==> src/rtl/frog_game_sequencer_pkg.sv <==
// frog_game_sequencer_pkg: shared game constants, state encoding and lane period helper.
package frog_game_sequencer_pkg;
  typedef enum logic [2:0] {
    ST_IDLE = 3'd0,
    ST_PLAY = 3'd1,
    ST_HIT  = 3'd2,
    ST_WIN  = 3'd3,
    ST_OVER = 3'd4
  } state_e;
  localparam int               DEF_NUM_LANES    = 4;
  localparam logic [31:0]      DEF_LANE_PERIODS = {8'd2, 8'd5, 8'd3, 8'd4};
  localparam logic [7:0]       DEF_MIN_PERIOD   = 8'd1;
  localparam logic [1:0]       DEF_START_LIVES  = 2'd3;
  localparam logic [9:0]       DEF_GOAL_Y       = 10'd32;
  localparam logic [7:0]       DEF_HIT_FRAMES   = 8'd60;
  localparam logic [7:0]       DEF_WIN_FRAMES   = 8'd30;
  localparam logic [3:0]       DEF_MAX_LEVEL    = 4'd15;
  // Subtract the level from the base period without going below the floor.
  function automatic logic [7:0] eff_period(input logic [7:0] base, input logic [3:0] lvl,
                                            input logic [7:0] min_p);
    return (base >= {4'd0, lvl} + min_p) ? base - {4'd0, lvl} : min_p;
  endfunction
endpackage

==> src/rtl/frog_game_sequencer_lane_scheduler.sv <==
// lane_scheduler: per-lane frame counter emitting a one-cycle step every period frames.
module lane_scheduler (
  input  logic       CLK,
  input  logic       RST_N,
  input  logic       enable,
  input  logic       frame_tick,
  input  logic [7:0] period,
  output logic       step
);
  logic [7:0] cnt_q;
  logic       due;
  assign due = cnt_q >= period - 8'd1;
  always_ff @(posedge CLK) begin
    if (!RST_N || !enable) begin
      cnt_q <= '0;
      step  <= 1'b0;
    end else begin
      step  <= frame_tick & due;
      cnt_q <= frame_tick ? (due ? '0 : cnt_q + 8'd1) : cnt_q;
    end
  end
endmodule

==> src/rtl/frog_game_sequencer.sv <==
// frog_game_sequencer: game FSM, lives/score/level bookkeeping and lane step scheduling.
module frog_game_sequencer
  import frog_game_sequencer_pkg::*;
#(
  parameter int                           NUM_LANES    = DEF_NUM_LANES,
  parameter logic [8*DEF_NUM_LANES-1:0]   LANE_PERIODS = DEF_LANE_PERIODS,
  parameter logic [7:0]                   MIN_PERIOD   = DEF_MIN_PERIOD,
  parameter logic [1:0]                   START_LIVES  = DEF_START_LIVES,
  parameter logic [9:0]                   GOAL_Y       = DEF_GOAL_Y,
  parameter logic [7:0]                   HIT_FRAMES   = DEF_HIT_FRAMES,
  parameter logic [7:0]                   WIN_FRAMES   = DEF_WIN_FRAMES,
  parameter logic [3:0]                   MAX_LEVEL    = DEF_MAX_LEVEL
) (
  input  logic                 CLK,
  input  logic                 RST_N,
  input  logic                 frame_tick,
  input  logic                 collision,
  input  logic [9:0]           player_y,
  input  logic                 start_btn,
  output logic [2:0]           game_state,
  output logic [NUM_LANES-1:0] lane_step,
  output logic                 player_respawn,
  output logic                 freeze,
  output logic [1:0]           lives,
  output logic [3:0]           level,
  output logic [7:0]           score
);
  state_e     state_q;
  logic [1:0] lives_q;
  logic [3:0] level_q;
  logic [7:0] score_q, frz_q;
  logic       coll_q, start_prev_q, respawn_q, freeze_q;
  logic       start_edge, play, hit, frz_done;
  assign start_edge = start_btn & ~start_prev_q;
  assign play       = state_q == ST_PLAY;
  assign hit        = coll_q | collision;
  assign frz_done   = frz_q == (state_q == ST_HIT ? HIT_FRAMES : WIN_FRAMES) - 8'd1;
  for (genvar i = 0; i < NUM_LANES; i++) begin : g_lane
    logic [7:0] period;
    assign period = eff_period(LANE_PERIODS[8*i +: 8], level_q, MIN_PERIOD);
    lane_scheduler u_lane (
      .CLK       (CLK),
      .RST_N     (RST_N),
      .enable    (play),
      .frame_tick(frame_tick),
      .period    (period),
      .step      (lane_step[i])
    );
  end
  always_ff @(posedge CLK) begin
    if (!RST_N) begin
      state_q      <= ST_IDLE;
      lives_q      <= START_LIVES;
      level_q      <= '0;
      score_q      <= '0;
      frz_q        <= '0;
      coll_q       <= 1'b0;
      start_prev_q <= 1'b1;
      respawn_q    <= 1'b0;
      freeze_q     <= 1'b1;
    end else begin
      start_prev_q <= start_btn;
      coll_q       <= frame_tick ? 1'b0 : coll_q | (collision & play);
      respawn_q    <= 1'b0;
      case (state_q)
        ST_IDLE: if (start_edge) begin
          state_q   <= ST_PLAY;
          lives_q   <= START_LIVES;
          level_q   <= '0;
          score_q   <= '0;
          respawn_q <= 1'b1;
          freeze_q  <= 1'b0;
        end
        // A collision anywhere in the closing frame beats reaching the goal.
        ST_PLAY: if (frame_tick && (hit || player_y <= GOAL_Y)) begin
          state_q   <= hit ? ST_HIT : ST_WIN;
          lives_q   <= (hit && lives_q != 2'd0) ? lives_q - 2'd1 : lives_q;
          score_q   <= (!hit && score_q != 8'hFF) ? score_q + 8'd1 : score_q;
          level_q   <= (!hit && level_q < MAX_LEVEL) ? level_q + 4'd1 : level_q;
          respawn_q <= 1'b1;
          freeze_q  <= 1'b1;
          frz_q     <= '0;
        end
        ST_HIT, ST_WIN: if (frame_tick) begin
          if (frz_done) begin
            state_q  <= (state_q == ST_HIT && lives_q == 2'd0) ? ST_OVER : ST_PLAY;
            freeze_q <= state_q == ST_HIT && lives_q == 2'd0;
          end else begin
            frz_q <= frz_q + 8'd1;
          end
        end
        ST_OVER: if (start_edge) state_q <= ST_IDLE;
        default: state_q <= ST_IDLE;
      endcase
    end
  end
  assign game_state     = state_q;
  assign player_respawn = respawn_q;
  assign freeze         = freeze_q;
  assign lives          = lives_q;
  assign level          = level_q;
  assign score          = score_q;
endmodule
==> config.mk <==
export PLATFORM = sky130hd
export DESIGN_NAME = frog_game_sequencer
export DESIGN_NICKNAME = d
export VERILOG_FILES = /design/src/rtl/frog_game_sequencer_pkg.sv /design/src/rtl/frog_game_sequencer_lane_scheduler.sv /design/src/rtl/frog_game_sequencer.sv
export SDC_FILE = /design/constraint.sdc
export NUM_CORES = 1
export LEC_CHECK = 0
export BUFFER_PORTS_ARGS = -buffer_cell sky130_fd_sc_hd__buf_2
export CORE_MARGIN = 2
export CORE_UTILIZATION = 30
export CTS_CLUSTER_DIAMETER = 200
export DETAILED_ROUTE_END_ITERATION = 10
export GPL_TIMING_DRIVEN = 0
export PLACE_DENSITY = 0.51
export SLEW_MARGIN = 10
export SYNTH_ARGS = -nofsm -noshare
export SYNTH_HDL_FRONTEND = slang
export SYNTH_SLANG_ARGS = --single-unit
==> constraint.sdc <==
create_clock -name CLK -period 8 [get_ports CLK]
set_input_delay 0.4 -clock CLK [delete_from_list [all_inputs] [get_ports CLK]]
set_output_delay 0.4 -clock CLK [all_outputs]
set_load 0.02 [all_outputs]
==> reports/metrics.yaml <==
worst-endpoint-required_ps: 8240
grt_max_degree: 12
cp_slowest_cell: "a211oi_1"
dieHeight_um: 131
slew_headroom_pct: 38.6
arrival_ps: 5380
drt-initial-drc-count: 192
postSynthCellCount: 585
fin_setup_tns_ps: 0
hpwl_um: 10000
ant_nets: 0
first_global_vias: 4340
cp_common_cell: "ha_1"
wl_per_cell_um: 15.7
post-cts-setup-buffer-count: 0
ys_ff_latch: 65
clk_latency_ps: 340
htreeDepth: 3
path_clk_slew_ps: 60
crit_chain: "ha_1, clkbuf_1, nand3b_1, a211oi_1, nand2_1, ha_1, a22oi_1, nor2_1, a221oi_1, ha_1, a21o_1, a2111oi_0, o21a_1, nor2_1, a211oi_1"
ys_async_sr_fraction_pct: 0
maxCapViolCount: 0
synth_nets: 652
die_w_um: 131
setup_viol: 0
area_growth_pct: 14.7
root_buffer: "clkbuf_16"
fin_hold_ws_ps: 271
fin_cells: 851
nNetsFinal: 698
power_density_mw_per_mm2: 172
slowest_delay_ps: 800
grt_usage_pct: 16.6
cts_tree: "done"
path_max_fanout: 11
cts_made_buffers: 9
gr-total-overflow: 0
rsz0062_at_grt: "no"
synth_cell_types: 69
first_pass_iters: 5
cts_resized: 0
worst_pin_slew_ps: 916
ys_seq_area_share_pct: 27.0
yosysWarnings: 0
maxSlewViolCount: 0
leakage_nw: 2.15
synth-main-ff-cell: "dfxtp_1"
run_status: "completed"
synth-edff-count: 0
routed-via-count: 4537
dpl.cell_count: 836
clock-sinks: 65
routed_wl_um: 13400
synthesis.area_mm2: 0.00482
routabilityCongestion: 0.824
fin_crit_sh_pct: 64.2
initial_utilization_pct: 30.6
viasPerCell: 5.33
holdBufCountCts: 0
cts_buffer_depth: 2
num_rows: 46
final-hold-violation-count: 0
core_area_mm2: 0.0158
num_io_pins: 38
grt_pass1_wl_um: 22200
period_needed_ps: 5130
final_layout_size_suffix_gt1_share_pct: 12.3
portBuffers: 35
holdCritPathClass: "in2reg"
fmax_mhz: 195
avgSynthCellArea_um2: 8.24
critPathKind: "reg2reg"
startpoint_type: "flip-flop"
worstSetupEndpointType: "flip-flop"
vdd_drop_max_v: 0.0000886
antenna_found_initial: 0
fp.dieArea_mm2: 0.0171
diodes: 0
drc: 0
fin_skew_ps: 8.18
fillCellCount: 1661
-- through the flow --
step / setup slack (ps) / cell area [µm²] / total power [mW] / utilization [%]
final: 2870 / 5530 / 0.949 / 35.1
after global routing: 2540 / 5530 / 1.01 / 35.1
after CTS: 2880 / 5530 / 0.959 / 35.1
after detailed placement: 2930 / 5270 / 0.594 / 33.4
after global placement: 3190 / 5270 / 0.592 / 33.4
after floorplan: 4000 / 4820 / 0.526 / -
-- Yosys cell counts, types with 4 or more instances --
| library cell | count | share of area, % |
|---|---|---|
| dfxtp_1 | 65 | 27 |
| ha_1 | 52 | 13 |
| nand2_1 | 49 | 3.8 |
| o21ai_0 | 41 | 4.3 |
| nand3_1 | 35 | 3.6 |
| nor2_1 | 35 | 2.7 |
| a21oi_1 | 23 | 2.4 |
| clkbuf_1 | 22 | 1.7 |
| inv_1 | 19 | 1.5 |
| xnor2_1 | 18 | 3.3 |
| nand4_1 | 16 | 2.1 |
| a211oi_1 | 15 | 2.3 |
| xor2_1 | 14 | 2.5 |
| and3_1 | 13 | 1.7 |
| o211ai_1 | 13 | 2.0 |
| nor3_1 | 12 | 1.2 |
| nand2b_1 | 9 | 1.2 |
| and2_1 | 8 | 1.0 |
| o31ai_1 | 7 | 1.1 |
| a21o_1 | 6 | 0.93 |
| a31oi_1 | 6 | 0.78 |
| nor2b_1 | 6 | 0.78 |
| o2111ai_1 | 6 | 1.1 |
| o21a_1 | 6 | 0.93 |
| a2111o_1 | 5 | 1.2 |
| or2_2 | 5 | 0.65 |
| a2111oi_0 | 4 | 0.73 |
| buf_2 | 4 | 0.42 |
| buf_4 | 4 | 0.62 |
| mux2i_1 | 4 | 0.83 |
| nand3b_1 | 4 | 0.62 |
| or3_1 | 4 | 0.52 |
-- layer usage --
| metal | vias up | share of wire [%] | GRT usage, % |
|---|---|---|---|
| li1 | 2275 | - | - |
| met1 | 2157 | 46 | 21.1 |
| met2 | 89 | 47 | 27.7 |
| met3 | 16 | 4.2 | 3.62 |
| met4 | 0 | 2.1 | 6.07 |
| met5 | - | 0 | 0 |
-- cells in the final DEF, fill, tap and decap left out, types with 3 or more instances in the layout --
cell,netlist,layout
nand4_1,16,16
a21o_1,6,6
mux2i_1,4,4
o31ai_1,7,7
a2111oi_0,4,4
a21oi_1,23,23
clkbuf_16,0,9
o22ai_1,3,3
nor2b_1,6,6
nand3_1,35,35
buf_2,4,39
nor3_1,12,12
and3_1,13,13
o211ai_1,13,13
buf_4,4,4
nor2_1,35,35
or2_2,5,5
nand2_1,49,49
clkbuf_1,22,24
o2111ai_1,6,6
nand2b_1,9,9
nand3b_1,4,4
a211oi_1,15,15
inv_1,19,19
xor2_1,14,14
dfxtp_1,65,65
ha_1,52,52
a2111o_1,5,5
a31o_2,3,3
xnor2_1,18,18
and2_1,8,8
o21ai_0,41,41
nor4_1,3,3
o21a_1,6,6
a31oi_1,6,6
or3_1,4,4
-- area by class of cell --
class                   count  area, µm²  area share, %
flip-flops and latches     65       1300           23.5
multi-input cells         467       3300           59.7
plain buffers              32        140           2.53
clock buffers              12        246           4.46
inverters                  21       78.8           1.43
repair buffers             35        175           3.17
clock inverters             3       17.5          0.317
well taps                 216        270           4.89
-- registers in the layout, summed over array words and instances, names as in the netlist --
register / flops
coll_q: 1
level: 4
g_lane.u_lane.step: 4
start_prev_q: 1
freeze: 1
frz_q: 8
player_respawn: 1
g_lane.u_lane.cnt_q: 32
game_state: 3
score: 8
lives: 2
-- path summary, 6_finish.rpt --
| path | from | endpoint | slack (ps) | cells past startpoint |
|---|---|---|---|---|
| max | level[1]$_SDFFE_PN0P_ | g_lane[1].u_lane.cnt_q[7]$_SDFFE_PP0P_ | 2870 | 15 |
| min | start_btn | start_prev_q$_SDFF_PN1_ | 270 | 3 |
| min reg2reg | frz_q[7]$_SDFFE_PN0P_ | frz_q[7]$_SDFFE_PN0P_ | 490 | 2 |
| max reg2reg | level[1]$_SDFFE_PN0P_ | g_lane[1].u_lane.cnt_q[7]$_SDFFE_PP0P_ | 2870 | 15 |
-- critical path: cells and delay by family (launching register included) --
kind / cells / cell delay, ps
AO/OA/AOI/OAI: 7 / 2640
adder cells (fa/ha/maj): 3 / 960
buffers and inverters: 1 / 320
flip-flops: 1 / 640
AND/OR/NAND/NOR: 4 / 480
-- power breakdown --
group          switching, mW  internal, mW  total (mW)
Clock                  0.146         0.215       0.362
Sequential            0.0122         0.336       0.348
Combinational          0.158        0.0812       0.239
Total                  0.317         0.633       0.949
-- cells by family (layout without fill, tap and decap cells) --
kind of cell,after synthesis,after routing,share of synthesized area (%)
flip-flops,65,65,27.0
buffers and inverters,53,103,4.54
multiplexers,6,6,1.30
AND/OR/NAND/NOR,213,213,23.3
adder cells (fa/ha/maj),52,52,13.5
AO/OA/AOI/OAI,164,164,24.6
XOR/XNOR,32,32,5.81
(Power assumes the default switching activity.)
